$ cat src/rtl/async_fifo_sc_pkg.sv
// Shared types and helpers for the single-clock Gray-pointer FIFO.
// Gray/binary conversions work on a 32-bit container; callers size-cast.
package async_fifo_sc_pkg;

    localparam int DEF_DW = 8;
    localparam int DEF_AW = 4;

    // Reflected binary code of a binary value.
    function automatic logic [31:0] bin2gray(input logic [31:0] b);
        return b ^ (b >> 1);
    endfunction

    // Binary value of a reflected Gray code (prefix XOR from the MSB down).
    function automatic logic [31:0] gray2bin(input logic [31:0] g);
        logic [31:0] b;
        b[31] = g[31];
        for (int i = 30; i >= 0; i--) begin
            b[i] = b[i+1] ^ g[i];
        end
        return b;
    endfunction

endpackage

$ cat src/rtl/async_fifo_sc_sync2.sv
// Two-flop pointer synchroniser with synchronous active-high reset.
// Kept as a separate block so the FIFO can later be split across clocks.
module fifo_sync2 #(
    parameter int WIDTH = 5
) (
    input  logic             clk,
    input  logic             rst,
    input  logic [WIDTH-1:0] d_i,
    output logic [WIDTH-1:0] q_o
);

    logic [WIDTH-1:0] s1_q;
    logic [WIDTH-1:0] s2_q;

    // Shift the incoming pointer through two register stages.
    always_ff @(posedge clk) begin
        if (rst) begin
            s1_q <= '0;
            s2_q <= '0;
        end else begin
            s1_q <= d_i;
            s2_q <= s1_q;
        end
    end

    assign q_o = s2_q;

endmodule

$ cat src/rtl/async_fifo_sc.sv
// Single-clock FIFO on the Gray-pointer async FIFO structure.
// Flags are registered and pessimistic because each side sees a synced pointer.
module async_fifo_sc
    import async_fifo_sc_pkg::*;
#(
    parameter int DW        = DEF_DW,
    parameter int AW        = DEF_AW,
    parameter int AF_MARGIN = 4
) (
    input  logic          clk,
    input  logic          rst,
    input  logic          w_en,
    input  logic [DW-1:0] i_dat,
    output logic          w_full,
    output logic          w_almost_full,
    input  logic          r_en,
    output logic [DW-1:0] o_dat,
    output logic          r_empty,
    output logic          r_almost_empty
);

    localparam int PW    = AW + 1;
    localparam int DEPTH = 1 << AW;

    localparam logic [AW:0] AF_TH = PW'(DEPTH - AF_MARGIN);
    localparam logic [AW:0] AE_TH = PW'(AF_MARGIN);

    logic [DW-1:0] mem_q [DEPTH];

    // Write side state
    logic [AW:0] wbin_q;
    logic [AW:0] wptr_q;
    logic        w_full_q;
    logic        w_af_q;

    // Read side state
    logic [AW:0] rbin_q;
    logic [AW:0] rptr_q;
    logic        r_empty_q;
    logic        r_ae_q;

    // Synchronised opposite pointers (Gray)
    logic [AW:0] rq2_wptr;
    logic [AW:0] wq2_rptr;

    logic        winc;
    logic        rinc;
    logic [AW:0] wbinnext;
    logic [AW:0] wgraynext;
    logic [AW:0] rbinnext;
    logic [AW:0] rgraynext;
    logic [AW:0] wq2_rbin;
    logic [AW:0] rq2_wbin;
    logic [AW:0] wbin_rbin_diff;
    logic [AW:0] rbin_wbin_diff;
    logic [AW:0] full_cmp;

    fifo_sync2 #(.WIDTH(PW)) u_sync_w2r (
        .clk (clk),
        .rst (rst),
        .d_i (wptr_q),
        .q_o (rq2_wptr)
    );

    fifo_sync2 #(.WIDTH(PW)) u_sync_r2w (
        .clk (clk),
        .rst (rst),
        .d_i (rptr_q),
        .q_o (wq2_rptr)
    );

    assign winc = w_en && !w_full_q;
    assign rinc = r_en && !r_empty_q;

    assign wbinnext  = wbin_q + PW'(winc);
    assign wgraynext = PW'(bin2gray(32'(wbinnext)));
    assign rbinnext  = rbin_q + PW'(rinc);
    assign rgraynext = PW'(bin2gray(32'(rbinnext)));

    assign wq2_rbin = PW'(gray2bin(32'(wq2_rptr)));
    assign rq2_wbin = PW'(gray2bin(32'(rq2_wptr)));

    // Modulo 2**(AW+1) fill estimates seen from each side.
    assign wbin_rbin_diff = wbinnext - wq2_rbin;
    assign rbin_wbin_diff = rq2_wbin - rbinnext;

    // Full: write Gray pointer equals read Gray with the top two bits flipped.
    assign full_cmp = {~wq2_rptr[AW:AW-1], wq2_rptr[AW-2:0]};

    // Storage write; contents survive reset on purpose.
    always_ff @(posedge clk) begin
        if (winc) begin
            mem_q[wbin_q[AW-1:0]] <= i_dat;
        end
    end

    // Write pointer and write-side flags.
    always_ff @(posedge clk) begin
        if (rst) begin
            wbin_q   <= '0;
            wptr_q   <= '0;
            w_full_q <= 1'b0;
            w_af_q   <= 1'b0;
        end else begin
            wbin_q   <= wbinnext;
            wptr_q   <= wgraynext;
            w_full_q <= (wgraynext == full_cmp);
            w_af_q   <= (wbin_rbin_diff >= AF_TH);
        end
    end

    // Read pointer and read-side flags.
    always_ff @(posedge clk) begin
        if (rst) begin
            rbin_q    <= '0;
            rptr_q    <= '0;
            r_empty_q <= 1'b1;
            r_ae_q    <= 1'b1;
        end else begin
            rbin_q    <= rbinnext;
            rptr_q    <= rgraynext;
            r_empty_q <= (rgraynext == rq2_wptr);
            r_ae_q    <= (rbin_wbin_diff <= AE_TH);
        end
    end

    // First-word fall-through head of queue.
    assign o_dat = mem_q[rbin_q[AW-1:0]];

    assign w_full         = w_full_q;
    assign w_almost_full  = w_af_q;
    assign r_empty        = r_empty_q;
    assign r_almost_empty = r_ae_q;

endmodule

$ cat config.mk
export PLATFORM = sky130hd
export DESIGN_NAME = async_fifo_sc
export DESIGN_NICKNAME = d
export VERILOG_FILES = /design/src/rtl/async_fifo_sc_pkg.sv /design/src/rtl/async_fifo_sc_sync2.sv /design/src/rtl/async_fifo_sc.sv
export SDC_FILE = /design/constraint.sdc
export NUM_CORES = 1
export LEC_CHECK = 0
export CORE_MARGIN = 2
export CORE_UTILIZATION = 54
export DETAILED_ROUTE_END_ITERATION = 7
export PLACE_DENSITY_LB_ADDON = 0.08
export SYNTH_ARGS = -nofsm -noshare
export SYNTH_HDL_FRONTEND = slang
export SYNTH_SLANG_ARGS = --single-unit
$ cat constraint.sdc
create_clock -name clk -period 2.6 [get_ports clk]
set_input_delay 0.39 -clock clk [delete_from_list [all_inputs] [get_ports clk]]
set_output_delay 0.39 -clock clk [all_outputs]
set_load 0.02 [all_outputs]
==> results of run 1 <==
-- metal layers --
layer	routed length, µm	share of wire, %	vias up	global-route usage, %
met5	0	0	-	0
met2	7090	52	96	36.1
li1	-	-	1652	-
met1	5620	41	1857	27.7
met4	246	1.8	0	9.05
met3	606	4.5	20	4.88
-- cells in the mapped netlist, types with 2 or more instances --
cell and number:
dfxtp_1 42, nor2b_1 24, o21ai_0 2, mux4_2 35, xor2_2 2, xor2_1 13
inv_1 12, or3_1 3, a221oi_1 2, nor3_1 5, ha_1 9, edfxtp_1 128
nand2b_1 4, buf_2 4, mux4_1 5, nand3_1 8, nand2_1 5, nor2_1 33
xnor2_1 19, a21oi_1 8, and2_1 2, clkbuf_1 10
-- per-stage QoR --
stage	total power [mW]	cell area (µm²)	utilization, %
2_1_floorplan	3.25	6810	-
3_3_place_gp	3.41	7650	61.4
3_5_place_dp	3.42	7650	61.4
4_1_cts	6.06	8400	67.4
5_1_grt	6.18	8380	67.2
6_report	6.01	8380	67.2
-- registers in the layout, indices dropped and copies added (netlist names), 4 cells and up --
| register | flops |
|---|---|
| rbin_q | 5 |
| mem_q | 128 |
| u_sync_w2r.s1_q | 5 |
| rptr_q | 4 |
| u_sync_w2r.q_o | 5 |
| wptr_q | 4 |
| wbin_q | 5 |
| u_sync_r2w.s1_q | 5 |
| u_sync_r2w.q_o | 5 |
-- layout make-up --
type,instances,area [µm²]
multi-input combinational,194,2020
fill,846,4080
tap,172,215
sequential,170,4690
clock inverter,9,92.6
inverter,12,45.0
timing repair buffer,83,773
clock buffer,23,542
-- timing repair --
| action | in CTS | in global routing |
|---|---|---|
| setup endpoints to repair | 9 | 10 |
| pin swaps | 0 | 3 |
| resized for setup | 56 | 16 |
| buffers inserted | 5 | 0 |
| hold buffers | 0 | 0 |
| cloned | 2 | 0 |
-- power groups by stage --
stage	combinational [mW]	clock (mW)	sequential, mW
final	0.408	2.62	2.98
after global routing	0.444	2.75	2.98
after CTS	0.424	2.66	2.98
after detailed placement	0.385	0	3.04
after global placement	0.378	0	3.04
after floorplan	0.219	0	3.03
-- worst max-delay path: cells and delay by family, from the launching register on --
| kind | cells | cell delay (ps) |
|---|---|---|
| buffers and inverters | 2 | 330 |
| flip-flops | 1 | 440 |
| multiplexers | 2 | 1060 |
-- path summary, 6_finish.rpt --
check / from / to / slack (ps) / cells after the start
max: rbin_q[0] / o_dat[5] / -40 / 4
min: u_sync_r2w.s1_q[2] / u_sync_r2w.q_o[2] / 440 / 1
min reg2reg: u_sync_r2w.s1_q[2] / u_sync_r2w.q_o[2] / 440 / 1
max reg2reg: u_sync_w2r.q_o[3] / r_almost_empty / 120 / 10
-- kinds of logic (layout without fill, tap and decap cells) --
| logic type | Yosys count | after routing | synth area share, % |
|---|---|---|---|
| AO/OA/AOI/OAI | 20 | 20 | 2.02 |
| XOR/XNOR | 36 | 36 | 5.33 |
| adder cells (fa/ha/maj) | 12 | 12 | 2.26 |
| buffers and inverters | 28 | 127 | 1.78 |
| flip-flops | 170 | 170 | 68.8 |
| multiplexers | 41 | 41 | 13.7 |
| AND/OR/NAND/NOR | 85 | 85 | 6.17 |
==> impl_metrics.csv, run 1 <==
group,metric,value,unit
die,start_util,54.6,%
routing,drtIter0Drc,284,
timing,max_freq,0.378,GHz
routing,first_pass_iters,4,
grt,antenna_found_initial,0,
power,seq_power_share,49.6,%
status,violations,"setup timing",
final_layout,layout_commonest_cell,"edfxtp_1",
job,drv_cap,0,
timing,worst_pin_slew,695,ps
timing,grt_setup_unrepaired,"yes",
final_layout,areaGrowthSynthToFinish,23.1,%
routing,antenna_left,0,
placed_design,io_buffer_count,23,
setup_path,worstPathRequired,2210,ps
routing,wl_per_cell,20.5,µm
grt,grt_start_max_net_pins,35,
setup_path,crit_top_cell,"mux4_2",
power,switchingPower,1.26,mW
yosys,syn_nets,414,
cts,insertion_delay,430,ps
yosys,synthArstFlopShare,0,%
power,combPwrFrac,6.8,%
final_layout,antenna_cells,0,
final_layout,drive_above_1_share,32.4,%
cts,htreeDepth,4,
cts,cts_tree,"done",
yosys,synth_top_area_share,56.4,%
power,p_clk_share,43.6,%
die,fp-row-count,41,
cts,ctsRootBufferMaster,"clkbuf_16",
yosys,yosys_warnings,0,
setup_path,cp_slowest_cell,"mux4_2",
timing,maxSlewHeadroom,53.6,%
die,die_area,13500,µm²
die,core_region_area,12500,µm²
setup_path,cp_data_arrival_time,2250,ps
timing,timing.final.ws_setup,-42.7,ps
yosys,synth_edf_count,128,
placed_design,dp_hpwl,8460,µm
routing,num_vias,3625,
final_layout,mostFrequentLayoutCells,"edfxtp_1, buf_4, mux4_2, dfxtp_1, nor2_1",
yosys,postSynthCellCount,392,
die,die_h,116,µm
setup_path,end_kind,"output pin",
power,powerDensity,717,nW/µm²
grt,grt_pass1_vias,3758,
yosys,synth_seq_area_share,68.8,%
timing,post-route-min-period,2640,ps
setup_path,path_max_fanout,8,
setup_path,cp-start-kind,"flop",
yosys,syn_area_per_cell,17.4,µm²
final_layout,nNetsFinal,500,
timing,min_period_over_period,102,%
grt,grt_use_total,21.7,%
grt,grt_overflow,0,
worst_hold_path,hold_path.class,"flop to flop",
routing,drc,0,
yosys,yosys.area.top_type,"edfxtp_1",
yosys,synthFlopType,"edfxtp_1",
final_layout,final_cells,663,
timing,fin_skew,8.44,ps
timing,setup_tns,-127,ps
timing,fin_hold_ws,435,ps
die,io_pins,24,
setup_path,crit_chain,"buf_12 > mux4_2 > mux4_2 > buf_6",
timing,hold_violations,0,
yosys,ys_ff_latch,170,
placed_design,dp_cells,627,
cts,clock_sinks,170,
cts,clkSlewWorstSetupHoldPaths,70,ps
status,outcome,"finished with violations",
yosys,synth_area,6810,µm²
power,ir_drop,0.438,mV
die,die_w,116,µm
yosys,synth_area_leaders,"edfxtp_1, dfxtp_1, mux4_2, xnor2_1, nor2b_1",
placed_design,place_worst_setup_slack,-379,ps
timing,setup_violations,5,
routing,drt-total-wl,13600,µm
setup_path,path_class,"flop to output pin",
cts,clockBufferDepth,2,
yosys,ys_types,39,
setup_path,critPathMaxStageDelay,540,ps
power,switching_share,21.0,%
grt,grt_pass1_wl,20600,µm
power,p_leak,2.89,nW
timing,drv_slew,0,
cts,numCtsBuffers,17,
placed_design,place_congestion,0.789,
routing,via_per_inst,5.47,
power,power.internal,4.75,mW
Note: power is estimated with default switching activity, not from simulation.
==> run 2, diff against run 1 <==
CORE_UTILIZATION = 55   (was 54)
clock period = 3.3 ns   (was 2.6 ns; I/O delays follow)
==> run 2 against run 1 <==
Effect of this change: highest routed layer unchanged; sequential power decreased by 21%; largest power group unchanged; setup slack better by 180 ps; cell count fell by 5.7%; clock skew decreased by 2.0 ps; via count decreased by 5.2%; die area shrank 1.8%; register-to-register slack better by 440 ps; worst hold slack better by 3.9 ps; the flow now finishes without violations; critical path depth stayed put; sequential cell count is the same; utilization down 0.65 points; critical endpoint is now o_dat[2]; power decreased by 23%; critical path type unchanged.
==> impl_metrics.csv, run 2 (same netlist as run 1, synthesis figures left out) <==
group,metric,value,unit
power,powerDensity,578,nW/µm²
final_layout,fin_util,66.6,%
die,die_area,13300,µm²
grt,grt_pass1_vias,3543,
final_layout,largest_register_ffs,128,
setup_path,path_max_fanout,15,
timing,setup_tns,0,ps
cts,clock_sinks,170,
status,outcome,"completed",
power,power.internal,3.74,mW
setup_path,crit_chain,"buf_12 > mux4_2 > mux4_2 > clkdlybuf4s50_1",
final_layout,drive_above_1_share,22.5,%
routing,drc,0,
power,p_clk_share,43.4,%
timing,maxSlewHeadroom,53.5,%
cts,clkSlewWorstSetupHoldPaths,60,ps
setup_path,end_kind,"output pin",
die,fp-row-count,40,
routing,via_per_inst,5.50,
timing,grt_setup_unrepaired,"no",
final_layout,final_cells,625,
grt,grt_use_total,21.5,%
die,core_region_area,12100,µm²
placed_design,dp_cells,593,
cts,numCtsBuffers,17,
setup_path,critPathMaxStageDelay,570,ps
power,switching_share,19.5,%
cts,post-cts-setup-buffers,0,
timing,min_period_over_period,95.9,%
setup_path,regToRegStartpoint,"u_sync_w2r.q_o[4]",
placed_design,io_buffer_count,23,
die,start_util,56.5,%
final_layout,nNetsFinal,466,
cts,ctsRootBufferMaster,"clkbuf_16",
timing,post-route-min-period,3170,ps
worst_hold_path,min_from,"u_sync_r2w.s1_q[3]",
routing,wl_per_cell,20.8,µm
cts,insertion_delay,410,ps
setup_path,worstPathRequired,2800,ps
routing,drtIter0Drc,299,
setup_path,path_class,"flop to output pin",
final_layout,fillerInstances,821,
power,ir_drop,0.384,mV
setup_path,cp_data_arrival_time,2670,ps
placed_design,dp_hpwl,8110,µm
timing,max_freq,0.316,GHz
power,combPwrFrac,6.0,%
setup_path,r2r_slack,560,ps
timing,setup_violations,0,
cts,cts_tree,"done",
placed_design,dpl_cell_area,7410,µm²
power,p_leak,2.72,nW
placed_design,place_congestion,0.782,
timing,hold_violations,0,
routing,num_vias,3435,
final_layout,mostFrequentLayoutCells,"edfxtp_1, dfxtp_1, mux4_2, nor2_1, nor2b_1",
job,drv_cap,0,
power,switchingPower,0.904,mW
cts,htreeDepth,4,
grt,grt_start_max_net_pins,35,
final_layout,antenna_cells,0,
timing,fin_skew,6.45,ps
routing,antenna_left,0,
routing,first_pass_iters,5,
grt,grt_pass1_wl,20100,µm
routing,drt-total-wl,13000,µm
die,die_w,115,µm
cts,clockBufferDepth,2,
grt,grt_overflow,0,
worst_hold_path,hold_path.class,"flop to flop",
grt,antenna_found_initial,0,
final_layout,areaGrowthSynthToFinish,17.9,%
final_layout,design_area,8030,µm²
power,seq_power_share,50.6,%
setup_path,cp-start-kind,"flop",
setup_path,critPathLaunch,"rbin_q[0]",
die,die_h,115,µm
setup_path,crit_top_cell,"mux4_2",
timing,worst_pin_slew,696,ps
die,io_pins,24,
final_layout,layout_commonest_cell,"edfxtp_1",
setup_path,cp_slowest_cell,"clkdlybuf4s50_1",
timing,drv_slew,0,
## run 2: cell types whose count changed in the layout (fill, tap and decap cells not counted), moves of 3 or more
cell / delta
buf_6: -10
clkbuf_16: -3
inv_6: -3
clkbuf_8: +4
mux4_1: +5
clkdlybuf4s50_1: +7
buf_4: -29
buf_12: -3
mux4_2: -5
## run 2: critical path: cells and delay by family (launching register included)
kind | cells | cell delay (ps)
muxes | 2 | 1070
buffers and inverters | 2 | 770
DFF | 1 | 430
## run 2: final timing paths
path,end,cells past startpoint
max,o_dat[2],4
min,u_sync_r2w.q_o[3],1
max reg2reg,r_almost_empty,10
min reg2reg,u_sync_r2w.q_o[3],1
## run 2: timing repair
| item | 4_1_cts | 5_1_grt |
|---|---|---|
| hold buffers | 0 | 0 |
| gates resized for setup | 0 | 2 |
| endpoints found under the hold margin | 0 | 0 |
| setup endpoints to repair | 0 | 2 |
## run 2: per-stage QoR
stage	setup WS, ps	hold slack [ps]	power (mW)
after floorplan	701	414	2.56
after global placement	353	440	2.67
after detailed placement	282	429	2.68
after CTS	28.3	447	4.69
after global routing	68.3	458	4.80
final	134	439	4.65
## run 2: area by class of cell
cell class / instances / area, µm² / share of cell area, %
repair buffers: 49 / 465 / 5.80
clock inverters: 5 / 77.6 / 0.966
clock buffers: 27 / 539 / 6.71
multi-input cells: 194 / 2010 / 25.0
well taps: 168 / 210 / 2.62
flip-flops and latches: 170 / 4690 / 58.4
inverters: 12 / 45.0 / 0.561
## run 2: metal layers
metal  GRT usage (%)  routed length (µm)
met5               0                   0
met3            4.85                 573
met1            27.6                5370
met4            9.16                 230
met2            35.6                6850
## run 2: power groups by stage
stage	Combinational (mW)	Clock, mW	Sequential (mW)
6_report	0.278	2.02	2.35
5_1_grt	0.305	2.14	2.35
4_1_cts	0.284	2.05	2.35
3_3_place_gp	0.279	0	2.39
2_1_floorplan	0.173	0	2.39
3_5_place_dp	0.282	0	2.40
